**src/rtl/ts_pkg.sv**
```systemverilog
// Shared MPEG-TS constants and framer state encoding, also used by the
// downstream PID monitor stage.
package ts_pkg;

    localparam int         TS_PACK_BYTE_SIZE = 188;
    localparam logic [7:0] TS_SYNC_BYTE      = 8'h47;

    typedef enum logic [1:0] {
        HUNT   = 2'd0,
        VERIFY = 2'd1,
        LOCKED = 2'd2
    } ts_state_e;

endpackage

```
**src/rtl/ts_sat_counter.sv**
```systemverilog
// Saturating up-counter with synchronous clear; holds at all-ones once full.
module ts_sat_counter #(
    parameter int WIDTH = 32
) (
    input  logic             clk,
    input  logic             rst_n,
    input  logic             clr,
    input  logic             inc,
    output logic [WIDTH-1:0] count
);

    logic [WIDTH-1:0] count_q;
    logic [WIDTH-1:0] count_d;

    always_comb begin
        count_d = count_q;
        if (clr) begin
            count_d = '0;
        end else if (inc && (count_q != '1)) begin
            count_d = count_q + WIDTH'(1);
        end
    end

    always_ff @(posedge clk) begin
        if (!rst_n) begin
            count_q <= '0;
        end else begin
            count_q <= count_d;
        end
    end

    assign count = count_q;

endmodule

```
**src/rtl/ts_sync_locker.sv**
```systemverilog
// MPEG-TS sync framer: hunts for the sync byte at packet spacing, locks after
// LOCK_COUNT hits and flywheels out_sync. Optional stats: TS_SYNC_LOCKER_STATS_EN.
module ts_sync_locker
    import ts_pkg::*;
#(
    parameter int         PACK_BYTE_SIZE     = TS_PACK_BYTE_SIZE,
    parameter logic [7:0] SYNC_BYTE          = TS_SYNC_BYTE,
    parameter int         LOCK_COUNT         = 3,
    parameter int         UNLOCK_COUNT       = 3,
    parameter int         C_S_AXI_DATA_WIDTH = 32
) (
    input  logic                          clk,
    input  logic                          rst_n,
    input  logic [7:0]                    in_data,
    input  logic                          in_valid,
    output logic [7:0]                    out_data,
    output logic                          out_valid,
    output logic                          out_sync,
    output logic                          locked,
    output logic [C_S_AXI_DATA_WIDTH-1:0] sync_loss_count
`ifdef TS_SYNC_LOCKER_STATS_EN
    ,
    output logic [C_S_AXI_DATA_WIDTH-1:0] packet_count,
    output logic [C_S_AXI_DATA_WIDTH-1:0] sync_error_count
`endif
);

    localparam logic [7:0] LAST_POS   = 8'(PACK_BYTE_SIZE - 1);
    localparam logic [3:0] LOCK_CNT   = 4'(LOCK_COUNT);
    localparam logic [3:0] UNLOCK_CNT = 4'(UNLOCK_COUNT);

    ts_state_e  state_q, state_d;
    logic [7:0] byte_pos_q, byte_pos_d;
    logic [3:0] good_q, good_d;
    logic [3:0] miss_q, miss_d;
    logic [7:0] out_data_q;
    logic       out_valid_q;
    logic       out_sync_q, out_sync_d;
    logic       locked_q;

    logic       is_sync;
    logic       at_boundary;
    logic       unlock_evt;
    logic [3:0] good_inc;
    logic [3:0] miss_inc;

    assign is_sync     = (in_data == SYNC_BYTE);
    assign at_boundary = (byte_pos_q == 8'd0);
    assign good_inc    = good_q + 4'd1;
    assign miss_inc    = miss_q + 4'd1;

    // NOTE: every signal written here gets a default first, so no path leaves
    // it unassigned and no latch is inferred.
    always_comb begin
        state_d    = state_q;
        byte_pos_d = byte_pos_q;
        good_d     = good_q;
        miss_d     = miss_q;
        out_sync_d = 1'b0;
        unlock_evt = 1'b0;

        if (in_valid) begin
            byte_pos_d = (byte_pos_q == LAST_POS) ? 8'd0 : byte_pos_q + 8'd1;
            unique case (state_q)
                HUNT: begin
                    if (is_sync) begin
                        state_d    = VERIFY;
                        byte_pos_d = 8'd1;
                        good_d     = 4'd1;
                    end
                end
                VERIFY: begin
                    // A failed boundary byte is dropped, not retried as a candidate.
                    if (at_boundary) begin
                        if (is_sync) begin
                            good_d = good_inc;
                            if (good_inc == LOCK_CNT) begin
                                state_d    = LOCKED;
                                miss_d     = 4'd0;
                                out_sync_d = 1'b1;
                            end
                        end else begin
                            state_d = HUNT;
                        end
                    end
                end
                LOCKED: begin
                    if (at_boundary) begin
                        out_sync_d = 1'b1;
                        if (is_sync) begin
                            miss_d = 4'd0;
                        end else if (miss_inc == UNLOCK_CNT) begin
                            state_d    = HUNT;
                            miss_d     = 4'd0;
                            unlock_evt = 1'b1;
                        end else begin
                            miss_d = miss_inc;
                        end
                    end
                end
                default: state_d = HUNT;
            endcase
        end
    end

    // NOTE: state registers use non-blocking assignments so all flops sample
    // the pre-edge values regardless of statement order.
    always_ff @(posedge clk) begin
        if (!rst_n) begin
            state_q     <= HUNT;
            byte_pos_q  <= 8'd0;
            good_q      <= 4'd0;
            miss_q      <= 4'd0;
            out_data_q  <= 8'd0;
            out_valid_q <= 1'b0;
            out_sync_q  <= 1'b0;
            locked_q    <= 1'b0;
        end else begin
            state_q     <= state_d;
            byte_pos_q  <= byte_pos_d;
            good_q      <= good_d;
            miss_q      <= miss_d;
            out_data_q  <= in_data;
            out_valid_q <= in_valid;
            out_sync_q  <= out_sync_d;
            locked_q    <= (state_d == LOCKED);
        end
    end

    assign out_data  = out_data_q;
    assign out_valid = out_valid_q;
    assign out_sync  = out_sync_q;
    assign locked    = locked_q;

    ts_sat_counter #(.WIDTH(C_S_AXI_DATA_WIDTH)) u_loss_cnt (
        .clk   (clk),
        .rst_n (rst_n),
        .clr   (1'b0),
        .inc   (unlock_evt),
        .count (sync_loss_count)
    );

`ifdef TS_SYNC_LOCKER_STATS_EN
    ts_sat_counter #(.WIDTH(C_S_AXI_DATA_WIDTH)) u_pkt_cnt (
        .clk   (clk),
        .rst_n (rst_n),
        .clr   (1'b0),
        .inc   (out_sync_d),
        .count (packet_count)
    );

    ts_sat_counter #(.WIDTH(C_S_AXI_DATA_WIDTH)) u_err_cnt (
        .clk   (clk),
        .rst_n (rst_n),
        .clr   (1'b0),
        .inc   (in_valid && (state_q == LOCKED) && at_boundary && !is_sync),
        .count (sync_error_count)
    );
`else
    // Statistics disabled: no extra counters or ports.
`endif

endmodule

```
**config.mk**
```make
export PLATFORM = sky130hd
export DESIGN_NAME = ts_sync_locker
export DESIGN_NICKNAME = d
export VERILOG_FILES = /design/src/rtl/ts_pkg.sv /design/src/rtl/ts_sat_counter.sv /design/src/rtl/ts_sync_locker.sv
export SDC_FILE = /design/constraint.sdc
export NUM_CORES = 1
export LEC_CHECK = 0
export ABC_CLOCK_PERIOD_IN_PS = 4019
export BUFFER_PORTS_ARGS = -buffer_cell sky130_fd_sc_hd__clkbuf_2
export CAP_MARGIN = 20
export CORE_MARGIN = 5
export CORE_UTILIZATION = 55
export DETAILED_ROUTE_END_ITERATION = 16
export PLACE_DENSITY = 0.79
export SLEW_MARGIN = 20
export SYNTH_ARGS = -nofsm -noshare
export SYNTH_HDL_FRONTEND = slang
export SYNTH_SLANG_ARGS = --single-unit
export TNS_END_PERCENT = 20
```
**constraint.sdc**
```tcl
create_clock -name clk -period 4.02 [get_ports clk]
set_input_delay 0 -clock clk [delete_from_list [all_inputs] [get_ports clk]]
set_output_delay 0 -clock clk [all_outputs]
set_load 0.02 [all_outputs]
```
==> flow_summary_export.csv <==
group,metric,value,unit
outcome,status,"complete, no violations",
hold_path,hp-class,"in -> reg",
synthesis,postSynthAreaPerCell,8.60,µm²
placement,io_buffers,53,
floorplanning,initial_core_util,0.564,
critical_path,path_max_fanout,12,
synthesis,synth_edf_count,0,
cells_and_area,synthToLayoutAreaGrowth,16.7,%
synthesis,synth_simple_gate_area_frac,0.310,
critical_path,r2r.worst_path.cells,7,
drt,drc,0,
critical_path,start_kind,"input pin",
hold_path,hold_path_startpoint,"in_valid",
critical_path,worstSetupStartpoint,"in_data[5]",
sta,setup_violations,0,
clocking,cts_htree_levels,3,
floorplanning,die_h,84.9,µm
cells_and_area,fin_nets,439,
critical_path,cp_data_required_time,4.30,ns
sta,drv_slew,0,
synthesis,synth_cell_types,59,
critical_path,worst-setup-path-type,"in -> reg",
synthesis,netlist_area,0.00309,mm²
cells_and_area,layout_commonest_cell,"dfxtp_1",
clocking,clkLatencyLatePin,0.34,ns
floorplanning,rows,27,
drt,top_layer_used,"met4",
drt,wl_met1,3.31,mm
placement,gp_congestion,0.892,
sta,worstMarginPinSlew,0.948,ns
sta,layout_min_cycle_time,2.83,ns
sta,rsz0062_at_grt,"false",
cells_and_area,final_area,0.00360,mm²
clocking,cts_tree,"yes",
power_and_ir_drop,p_seq_frac,0.532,
synthesis,synthXorXnorAreaFrac,0.0681,
power_and_ir_drop,netSwitchingFraction,0.228,
sta,hold_viol,0,
sta,fin_crit_sh,0.703,
synthesis,yosysSeqAreaShare,0.395,
synthesis,synthMuxAreaShare,0.00689,
sta,setup_tns,0,ns
drt,ant_nets,0,
floorplanning,io_pins,54,
synthesis,synthAdderAreaFrac,0.0446,
floorplanning,die_width,84.9,µm
synthesis,async_reset_ff_frac,0,
cells_and_area,fillCellCount,477,
cells_and_area,antenna_cells,0,
global_route,antenna_found_initial,0,
drt,wl,7.10,mm
power_and_ir_drop,switchingPower,0.263,mW
power_and_ir_drop,p_total,1.16,mW
global_route,first_global_vias,2600,
drt,vias,2884,
sta,holdWs,0.114,ns
critical_path,timing.rr.start,"miss_q[0]",
sta,fmax,354,MHz
cells_and_area,mostFrequentLayoutCells,"dfxtp_1 (61), clkbuf_2 (53), nor2_1 (38), nand2_1 (29), nand3_1 (22)",
cells_and_area,fin_util,0.659,
power_and_ir_drop,p_per_area,321,mW/mm²
drt,wl_met3,427,µm
clocking,cts_resized,0,
drt,dr.pass1.iters,5,
synthesis,synth_cells,359,
clocking,cts_buffers,9,
power_and_ir_drop,ir_drop,0.178,mV
clocking,clk_pin_slew_worst_paths,0.06,ns
critical_path,r2r_slack,1.35,ns
power_and_ir_drop,p_leak,1.35,nW
global_route,grt_max_degree,41,
cells_and_area,drive_gt1_frac,0.187,
placement,dp_hpwl,4.95,mm
synthesis,synth_warnings,0,
global_route,grt_pass1_wl,11.7,mm
synthesis,synth-compound-area-share,0.128,
clocking,cts_max_path_buffers,2,
sta,slew_headroom,0.362,
clocking,clock_sinks,61,
clocking,post_cts_buffers,0,
global_route,gr-total-overflow,0,
drt,drtIter0Drc,238,
drt,wl_per_cell,14.4,µm
synthesis,ys_ff_latch,61,
sta,skew,0.00857,ns
synthesis,ys.flop_type,"dfxtp_1",
job,maxCapViolCount,0,
placement,place_area,0.00335,mm²
power_and_ir_drop,pwr-share-comb,0.050,
floorplanning,coreArea,0.00547,mm²
drt,avgViaCountPerCell,5.84,
critical_path,r2r_end,"u_loss_cnt.count[15]",
floorplanning,die-area,0.00721,mm²
synthesis,syn_nets,381,
drt,wl_met2,3.23,mm
critical_path,end_kind,"flop",
power_and_ir_drop,p_clk_frac,0.418,
hold_path,holdPathStages,3,
clocking,cts-root-buf,"clkbuf_8",
power_and_ir_drop,p_int,0.893,mW
hold_path,worstHoldEndpoint,"byte_pos_q[1]",
critical_path,worst_ep_arrival_time,3.10,ns
global_route,track_usage,0.197,
synthesis,synth_top_family_by_area,"simple AND/OR/NAND/NOR gates",
-- timing repair --
item | CTS | global route
endpoints found under the hold margin | 8 | 0
hold buffers | 8 | 0
endpoints found under the setup margin | 0 | 0
-- worst max-delay path, cell delays in order --
cell	delay, ns
dlygate4sd3_1	0.54
clkbuf_2	0.11
or4b_2	0.71
nor2_1	0.60
nand4_1	0.26
a211o_2	0.39
or3_1	0.35
a21oi_1	0.14
-- metal layers --
metal / GRT usage / up-vias
met5: 0 / -
met3: 0.0398 / 11
met1: 0.253 / 1363
met4: 0.0964 / 0
met2: 0.315 / 92
li1: - / 1418
-- cell families after synthesis --
group                    Yosys count
flip-flops                        61
adder cells (fa/ha/maj)           11
AND/OR/NAND/NOR                  175
AO/OA/AOI/OAI                     59
buffers and inverters             27
XOR/XNOR                          24
multiplexers                       2
-- cell usage after synthesis (all sizes together), types with 9 or more instances --
cell type,number,share of area
nand4,13,0.026
nand3,22,0.036
inv,12,0.015
xnor2,13,0.037
o21ai,15,0.024
ha,11,0.045
xor2,11,0.031
or3,13,0.026
a21oi,18,0.029
and3,9,0.018
and2,11,0.022
dfxtp,61,0.40
nand2,29,0.035
nor2,38,0.046
-- final cells by class --
cell class              count  area (µm²)  share of cell area
well taps                  72        90.1              0.0250
flip-flops and latches     61        1220               0.339
inverters                  12        45.0              0.0125
multi-input cells         271        1720               0.478
clock inverters             1        5.00             0.00139
clock buffers              15         166              0.0462
repair buffers             62         353              0.0979
-- per-stage QoR --
stage	worst slack [ns]	cells
final	1.19	494
after global routing	1.11	494
after CTS	1.26	494
after detailed placement	1.39	470
after global placement	1.53	470
after floorplan	1.66	359
-- power groups by stage --
stage	sequential [mW]	combinational, mW	clock (mW)
floorplan	0.634	0.0287	0
global placement	0.628	0.0501	0
detailed placement	0.628	0.0513	0
CTS	0.615	0.0577	0.490
global route	0.615	0.0631	0.514
finish	0.615	0.0574	0.483
-- sequential cells by signal, indices dropped and copies added (netlist names) --
signal / flops
out_sync: 1
out_valid: 1
u_loss_cnt.count: 32
state_q: 2
locked: 1
out_data: 8
miss_q: 4
good_q: 4
byte_pos_q: 8
-- worst max-delay path by stage --
stage | to | slack [ns] | cells after the start
finish | miss_q[0] | 1.19 | 8
global route | miss_q[0] | 1.11 | 8
CTS | miss_q[0] | 1.26 | 8
detailed placement | u_loss_cnt.count[15] | 1.39 | 7
global placement | miss_q[0] | 1.53 | 7
floorplan | u_loss_cnt.count[17] | 1.66 | 9
No activity file was read; power rests on OpenSTA's default activity.
